## src/rtl/riscv_mem_arb_pkg.sv

```systemverilog
// Shared encodings for the fetch / load-store memory arbiter: FSM states,
// requester IDs and the legal MEM_LATENCY range.
package riscv_mem_arb_pkg;

    typedef enum logic [1:0] {
        ST_IDLE   = 2'd0,
        ST_ACCESS = 2'd1,
        ST_RESP   = 2'd2
    } arb_state_t;

    localparam logic REQ_IF = 1'b0;
    localparam logic REQ_LS = 1'b1;

    // CNT_W must also satisfy 2**CNT_W > MEM_LATENCY
    localparam int MEM_LATENCY_MIN = 1;
    localparam int MEM_LATENCY_MAX = 15;

endpackage

```

## src/rtl/riscv_mem_arb_pick.sv

```systemverilog
// Combinational winner selection between fetch (IF) and load/store (LS).
// RISCV_MEM_ARB_ROUND_ROBIN_EN: alternate on contention using the last-served pointer; default is fixed LS priority.
module riscv_mem_arb_pick
    import riscv_mem_arb_pkg::*;
(
    input  logic i_if_valid,
    input  logic i_ls_valid,
`ifdef RISCV_MEM_ARB_ROUND_ROBIN_EN
    input  logic i_last_served,
`endif
    output logic o_grant_valid,
    output logic o_grant_id
);

    always_comb begin
        o_grant_valid = i_if_valid | i_ls_valid;
        o_grant_id    = REQ_LS;
`ifdef RISCV_MEM_ARB_ROUND_ROBIN_EN
        if (i_if_valid && i_ls_valid) begin
            o_grant_id = (i_last_served == REQ_LS) ? REQ_IF : REQ_LS;
        end else if (i_if_valid) begin
            o_grant_id = REQ_IF;
        end
`else
        if (i_if_valid && !i_ls_valid) begin
            o_grant_id = REQ_IF;
        end
`endif
    end

endmodule

```

## src/rtl/riscv_mem_arbiter.sv

```systemverilog
// Shares one single-port 32-bit RAM between instruction fetch and load/store.
// Optional macro RISCV_MEM_ARB_ROUND_ROBIN_EN enables round-robin arbitration.
//
//   state     | meaning
//   ----------+---------------------------------------------------------------
//   ST_IDLE   | waiting; winner's req_ready driven, request latched on accept
//   ST_ACCESS | RAM address/enables held MEM_LATENCY cycles, data sampled last
//   ST_RESP   | one-cycle rsp_valid to the winner, RAM interface idle
module riscv_mem_arbiter
    import riscv_mem_arb_pkg::*;
#(
    parameter int MEM_LATENCY = 1,
    parameter int CNT_W       = 4
)(
    input  logic        clk,
    input  logic        rst,

    input  logic        if_req_valid,
    output logic        if_req_ready,
    input  logic [31:0] if_addr,
    output logic        if_rsp_valid,
    output logic [31:0] if_rdata,

    input  logic        ls_req_valid,
    output logic        ls_req_ready,
    input  logic        ls_we,
    input  logic [31:0] ls_addr,
    input  logic [31:0] ls_wdata,
    output logic        ls_rsp_valid,
    output logic [31:0] ls_rdata,

    output logic [31:0] mem_address,
    output logic        mem_read_enable,
    output logic        mem_write_enable,
    output logic [31:0] mem_write_data,
    input  logic [31:0] mem_read_data
);

    localparam logic [CNT_W-1:0] CNT_LOAD = CNT_W'(MEM_LATENCY - 1);

    arb_state_t       r_state;
    logic [CNT_W-1:0] r_cnt;
    logic             r_id;
    logic             r_we;
    logic [31:0]      r_addr;
    logic [31:0]      r_wdata;
    logic [31:0]      r_if_rdata;
    logic [31:0]      r_ls_rdata;
    logic             r_if_rsp_valid;
    logic             r_ls_rsp_valid;
`ifdef RISCV_MEM_ARB_ROUND_ROBIN_EN
    logic             r_last_served;
`endif

    logic w_grant_valid;
    logic w_grant_id;
    logic w_idle;
    logic w_access;
    logic w_last_cycle;

    riscv_mem_arb_pick u_pick (
        .i_if_valid    (if_req_valid),
        .i_ls_valid    (ls_req_valid),
`ifdef RISCV_MEM_ARB_ROUND_ROBIN_EN
        .i_last_served (r_last_served),
`endif
        .o_grant_valid (w_grant_valid),
        .o_grant_id    (w_grant_id)
    );

    assign w_idle       = (r_state == ST_IDLE);
    assign w_access     = (r_state == ST_ACCESS);
    assign w_last_cycle = (r_cnt == '0);

    assign if_req_ready = w_idle & if_req_valid & (w_grant_id == REQ_IF);
    assign ls_req_ready = w_idle & ls_req_valid & (w_grant_id == REQ_LS);

    // RAM interface is gated by state so it reads as all-zero outside ACCESS
    assign mem_address      = w_access ? r_addr  : '0;
    assign mem_write_data   = w_access ? r_wdata : '0;
    assign mem_read_enable  = w_access & ~r_we;
    assign mem_write_enable = w_access & r_we & w_last_cycle;

    assign if_rsp_valid = r_if_rsp_valid;
    assign ls_rsp_valid = r_ls_rsp_valid;
    assign if_rdata     = r_if_rdata;
    assign ls_rdata     = r_ls_rdata;

    always_ff @(posedge clk) begin
        if (rst) begin
            r_state        <= ST_IDLE;
            r_cnt          <= '0;
            r_id           <= REQ_LS;
            r_we           <= 1'b0;
            r_addr         <= '0;
            r_wdata        <= '0;
            r_if_rdata     <= '0;
            r_ls_rdata     <= '0;
            r_if_rsp_valid <= 1'b0;
            r_ls_rsp_valid <= 1'b0;
`ifdef RISCV_MEM_ARB_ROUND_ROBIN_EN
            r_last_served  <= REQ_LS;
`endif
        end else begin
            r_if_rsp_valid <= 1'b0;
            r_ls_rsp_valid <= 1'b0;
            case (r_state)
                ST_IDLE: begin
                    if (w_grant_valid) begin
                        r_id    <= w_grant_id;
                        r_cnt   <= CNT_LOAD;
                        r_state <= ST_ACCESS;
                        if (w_grant_id == REQ_LS) begin
                            r_addr  <= ls_addr;
                            r_we    <= ls_we;
                            r_wdata <= ls_wdata;
                        end else begin
                            r_addr  <= if_addr;
                            r_we    <= 1'b0;
                            r_wdata <= '0;
                        end
`ifdef RISCV_MEM_ARB_ROUND_ROBIN_EN
                        r_last_served <= w_grant_id;
`endif
                    end
                end
                ST_ACCESS: begin
                    if (w_last_cycle) begin
                        r_state <= ST_RESP;
                        if (r_id == REQ_LS) begin
                            r_ls_rdata     <= r_we ? '0 : mem_read_data;
                            r_ls_rsp_valid <= 1'b1;
                        end else begin
                            r_if_rdata     <= mem_read_data;
                            r_if_rsp_valid <= 1'b1;
                        end
                    end else begin
                        r_cnt <= r_cnt - 1'b1;
                    end
                end
                ST_RESP: begin
                    r_state <= ST_IDLE;
                end
                default: begin
                    r_state <= ST_IDLE;
                end
            endcase
        end
    end

endmodule

```

## config.mk

```make
export PLATFORM = sky130hd
export DESIGN_NAME = riscv_mem_arbiter
export DESIGN_NICKNAME = d
export VERILOG_FILES = /design/src/rtl/riscv_mem_arb_pkg.sv /design/src/rtl/riscv_mem_arb_pick.sv /design/src/rtl/riscv_mem_arbiter.sv
export SDC_FILE = /design/constraint.sdc
export NUM_CORES = 1
export LEC_CHECK = 0
export BUFFER_PORTS_ARGS = -buffer_cell sky130_fd_sc_hd__buf_2
export CORE_MARGIN = 5
export CORE_UTILIZATION = 43
export DETAILED_ROUTE_END_ITERATION = 7
export PLACE_DENSITY_LB_ADDON = 0.05
export SETUP_SLACK_MARGIN = 0.3
export SLEW_MARGIN = 15
export SYNTH_ARGS = -nofsm -noshare
export SYNTH_HDL_FRONTEND = slang
export SYNTH_SLANG_ARGS = --single-unit
```

## constraint.sdc

```tcl
create_clock -name clk -period 1.72 [get_ports clk]
set_clock_uncertainty 0.15 [all_clocks]
set_input_delay 0.258 -clock clk [delete_from_list [all_inputs] [get_ports clk]]
set_output_delay 0.258 -clock clk [all_outputs]
set_load 0.05 [all_outputs]
```

# Word level (Yosys, flattened, before mapping)
# Cells that the tools add are included.
# totals
word_cells,53
ff_bits,138
input_bits,133
# op_classes
n_eq_ne,4
add_sub_neg,1
mux,15
n_bitwise,12
reduce_logical,11
# ops
op,n
$mux 32,5
$reduce_and 3->1,3
$mux 4,2
$pmux 4 s2,1
$and 1x1->1,7
$logic_not 4->1,1
$mux 1,4
$mux 2,2
$ne 2x1->1 const B,2
$not 1->1,4
$pmux 2 s2,1
$reduce_and 2->1,2
$sub 4x1->4 const B,1
$reduce_or 3->1,1
$eq 2x1->1 const B,1
$logic_not 2->1,1
$ne 2x2->1 const B,1
$reduce_bool 2->1,1
$logic_and 1x1->1,1
$logic_not 1->1,1
$or 1x1->1,1

# Depth between registers and ports, before layout
# depth
depth_word,4
ltp_mapped,7
depth_no_buf,5

# Hierarchy
# A second synthesis with hierarchy kept.
# unflattened
hier_cells,633
hier_area_um2,5909.4
# by_module_without_submodules
module,cells_per_inst,area_per_inst_um2,instances
riscv_mem_arbiter,631,5896.9,1
riscv_mem_arb_pick,2,12.5,1

# Worst setup path after synthesis
# No wires, ideal clock.
# synth_path
kind,register to output
start,register r_cnt[0]
end,output mem_write_enable
arrival_time_ns,1.516
path_slack_ns,-0.204
n_path_buf,0
path_stages_with_launch,5
t_required_ns,1.312
cell_sequence,dfxtp_1 inv_1 ha_1 nor3b_1 and3_1
# synth_via
elab_chain_len,2
# synth_rtl
element,line_no,source
"start, declared",riscv_mem_arbiter.sv:42,logic [CNT_W-1:0] r_cnt;
"start signal, assigned",riscv_mem_arbiter.sv:138,r_cnt <= r_cnt - 1'b1;
$logic_not 4->1,riscv_mem_arbiter.sv:73,assign w_last_cycle = (r_cnt == '0);
$and 1x1->1,riscv_mem_arbiter.sv:82,assign mem_write_enable = w_access & r_we & w_last_cycle;
"end, declared",riscv_mem_arbiter.sv:34,"output logic mem_write_enable,"
# No other way between the ends.

# Worst setup path after layout
# layout_path
start,register r_state[1]
end,output mem_write_enable
# layout_via
elab_chain_len,3
# layout_rtl
element,line_no,source
"start, declared",riscv_mem_arbiter.sv:41,arb_state_t r_state;
"start signal, assigned",riscv_mem_arbiter.sv:91,r_state <= ST_IDLE;
"start signal, assigned",riscv_mem_arbiter.sv:112,r_state <= ST_ACCESS;
"start signal, assigned",riscv_mem_arbiter.sv:129,r_state <= ST_RESP;
$eq 2x1->1,riscv_mem_arbiter.sv:72,assign w_access = (r_state == ST_ACCESS);
$and 1x1->1 (2 in series),riscv_mem_arbiter.sv:82,
# No other way between the ends.

==> results by stage <==
Outcome:
- The run finished, with violations left.
- The final reports fail on setup timing.

Finish:
- Leaving out filler cells and counting taps, the final layout contains 1153.
- The post-route cell area is 0.009851 sq mm.
- The share of layout cells above drive strength 1 is 44.71%.
- For this run, the post-layout net count is 1095.
- The filler cells instantiated in the layout total 1063.
- 0 antenna diodes ended up in the layout.
- The growth of design area from synthesis to finish is 63.88%.

Hold path:
- The classification of the worst-slack hold path is in2reg.
- In this run the most critical hold path is launched from if_addr[23].
- Counting instances, the worst hold path has a depth of 3.
- The endpoint with the worst hold slack is r_addr[23].

Clock network:
- TritonCTS built the clock tree.
- The tree is rooted in a clkbuf_16.
- The worst-case clock buffer depth is 2.
- The TritonCTS buffer count is 17.
- The clock insertion delay at the later pin of the skew report is 0.41 ns.
- In this run the number of H-tree levels came out at 4.
- After clock tree synthesis, the clock-pin slew on the worst setup and hold paths is 0.06 ns.
- The clock sink count is 138.

Synth:
- Yosys attributes the largest share of cell area to dfxtp_1 46%, mux2i_1 11%, and2_1 6.8%.
- The most common flop cell mapped by yosys is dfxtp_1.
- In this run, synthesis inferred 0 flip-flops with an integrated enable.
- The synthesized design contains 138 register bits.
- Summed over its instances, the top area cell type makes up 45.96% of the synthesized netlist area.
- The gate count after technology mapping is 634.
- The post-synthesis cell type with the largest combined area is dfxtp_1.
- The average footprint of a synthesized cell is 9.481 sq um.
- Ranked by instance count, the synthesized netlist is headed by 138 x dfxtp_1, 65 x a21oi_1, 65 x and2_1, 65 x nand2_1, 64 x mux2i_1.
- The mapped netlist covers 0.006011 sq mm.
- The distinct cell type count after synthesis is 40.
- The number of nets produced by synthesis is 769.
- The share of synthesized registers carrying an async set or reset is 0%.
- After synthesis, flip-flops and latches occupy 45.96% of the total area.
- dfxtp_1 is the most common cell in the netlist.
- During synthesis, Yosys emitted a total of 0 warnings.

Critical path:
- The setup check on the worst reg-to-reg path leaves a slack of -0.11 ns.
- The standard cell with the maximum stage delay on the critical path is dfxtp_2.
- The number of buffers and inverters on the critical path is 2.
- The critical path goes through and2b_4 -> buf_12 -> and3_2 -> buf_8.
- The peak fanout along the critical path is 24.
- The data required time at the worst endpoint is 1.31 ns.
- STA classifies the critical path startpoint as a register.
- The cell family contributing the most delay on the critical path is simple AND/OR/NAND/NOR gates.
- By startpoint and endpoint, the worst setup path is classified as reg2out.
- The worst endpoint data arrival time is 1.57 ns.
- The logic depth of the worst register-to-register path is 7.
- The kind of end point of the critical path is an output port.
- The endpoint identified for the worst register-to-register timing path is if_rdata[19].
- In this design, the stage delay of the slowest critical-path cell is 0.31 ns.
- The beginning of the worst register-to-register path is r_state[1].

Timing:
- Subtracting the final worst setup slack from the clock period gives 1.975 ns.
- Static timing analysis puts the maximum clock frequency at 506.3 MHz.
- The final hold violation count is 0.
- The slew at the pin closest to its max-slew limit is 0.3476 ns.
- Across all setup checks in the final design, the least slack found is -0.2552 ns.
- The max-slew violation count was 0.
- Setup repair after global routing could not meet its margin everywhere.
- In the finished design, the share of the clock period the worst path needs comes to 114.8%.
- The relative max-transition margin is 76.82%.
- Setup total negative slack on the finished layout was measured at -17.49 ns.
- Setup violations remaining at the end of the flow were counted as 100.

Drt:
- The first-pass iteration count of the detailed router is 5.
- The aggregate routed wire length is 20620 microns.
- After detailed routing, the number of remaining DRC violations is 0.
- The detailed-route vias per instance is 5.266.
- The initial detailed-routing violation count is 355.
- After detailed routing, the average wire length per cell comes to 17.88 microns.
- The final antenna-violating net count is 0.
- The total number of vias is 6072.

Floorplanning:
- The total I/O pin count is 267.
- The number of standard-cell rows in the floorplan is 43.
- In this run the standard cell core region covers 0.01377 sq mm.
- The height of the die is 128.2 microns.
- The die covers 0.01644 sq mm.
- The initial cell density of the core is 43.64%.
- The horizontal die dimension is 128.2 microns.

Flow run:
- The number of violations of the max-capacitance limit is 0.

Placed design:
- The placed cell area is 0.007677 sq mm.
- The count of input and output buffers is 266.
- The post-place setup slack is 0.04495 ns.
- After detailed placement, the design holds a cell count of 1036.
- At the end of routability-driven placement, the weighted congestion stood at 0.8133.
- The total half-perimeter wirelength after legalization and detailed placement is 12510 microns.

Global route:
- Global routing consumed, over all layers together, 23.62% of the routing resources.
- The initial antenna violation count is 0.
- The via count of the first global-routing pass was 6211.
- The global-route wire length before repair is 31150 microns.
- For this run the aggregate overflow at the end of global routing stands at 0.
- The largest net degree at the start of global routing is 66.

Power:
- The total power is 9.388 mW.
- For this design the ratio of total power to cell area is 953.1 mW/mm^2.
- Summed over all cells, the static leakage comes to 4.465 nW.
- The worst-case vdd ir drop is 0.6473 mV.
[registers in the layout (all words and copies together), names as in the netlist]
name / flops
ls_rsp_valid: 1
r_wdata: 32
r_id: 1
r_cnt: 4
if_rsp_valid: 1
r_we: 1
ls_rdata: 32
if_rdata: 32
r_addr: 32
r_state: 2
[cell type report]
class | instances | area, sq um | share of cell area (%)
Clock inverter | 13 | 148.9 | 1.511
Sequential cell | 138 | 2770 | 28.12
Inverter | 3 | 11.26 | 0.1143
Timing Repair Buffer | 373 | 3134 | 31.82
Clock buffer | 19 | 452.9 | 4.598
Multi-Input combinational cell | 427 | 3108 | 31.55
Tap cell | 180 | 225.2 | 2.286
[tightest hold or removal path, stage by stage]
cell and delay [ns]:
buf_2 0.09, mux2i_1 0.12, a211oi_1 0.08
[logic make-up (layout without fill, tap and decap cells)]
family	count (synthesis)	after routing	synth area share, %
compound gates	172	172	18.30
fa+ha+maj	2	2	0.4163
buf+inv	69	408	6.162
flops	138	138	45.96
mux	64	64	10.66
simple gates	189	189	18.51
[power breakdown]
part	internal, mW	switching (mW)
logic	0.924	1.21
clock network	2.34	1.37
registers	3.42	0.128
[metal layers]
metal	vias up	track usage (%)	share of wire, %
li1	2910	-	-
met5	-	0	0
met2	221	41.92	51
met1	2903	26.98	40
met3	38	6.708	7.0
met4	0	8.302	2.3
[cells in the final DEF (no fill, tap or decap), drive strengths merged, types with 2 or more instances in the layout]
master       synthesis  final
inv                  3      4
or2                  2      2
mux2i               64     64
nand2b               3      3
a22o                33     33
nand2               65     65
and2                65     65
bufinv               0      3
a21oi               66     66
clkbuf              29     25
nand4b              32     32
and3                 2      2
buf                 37    301
dlygate4sd3          0     66
o21ai               34     34
o21a                 2      2
nor3                 3      3
clkinvlp             0      2
a21boi               3      3
a211oi              32     32
nor2                 6      6
dfxtp              138    138
clkinv               0      7
ha                   2      2
or3                  3      3
[stage by stage]
stage	utilization (%)	hold WS [ns]
detailed placement	55.74	0.2988
finish	71.52	0.03690
global route	71.52	0.04248
global placement	55.74	0.2884
CTS	69.10	0.02380
floorplan	-	0.2335
[worst max-delay path by stage]
stage / depth (start not counted) / slack (ns) / end / from
3_3_place_gp: 4 / 0.06 / mem_write_enable / r_state[1]
5_1_grt: 4 / -0.32 / mem_write_enable / r_state[0]
2_1_floorplan: 7 / 0.13 / if_rdata[10] / r_cnt[0]
4_1_cts: 4 / -0.28 / mem_write_enable / r_state[1]
3_5_place_dp: 6 / 0.04 / if_rdata[24] / r_cnt[0]
6_report: 4 / -0.26 / mem_write_enable / r_state[1]
[repair_timing]
action	CTS	global route
gates resized for setup	154	31
setup buffers	4	6
hold buffers	66	0
setup endpoints to repair	236	270
gates cloned	2	7
pin swaps	4	34
hold endpoints to repair	98	0
(Power assumes the default switching activity.)
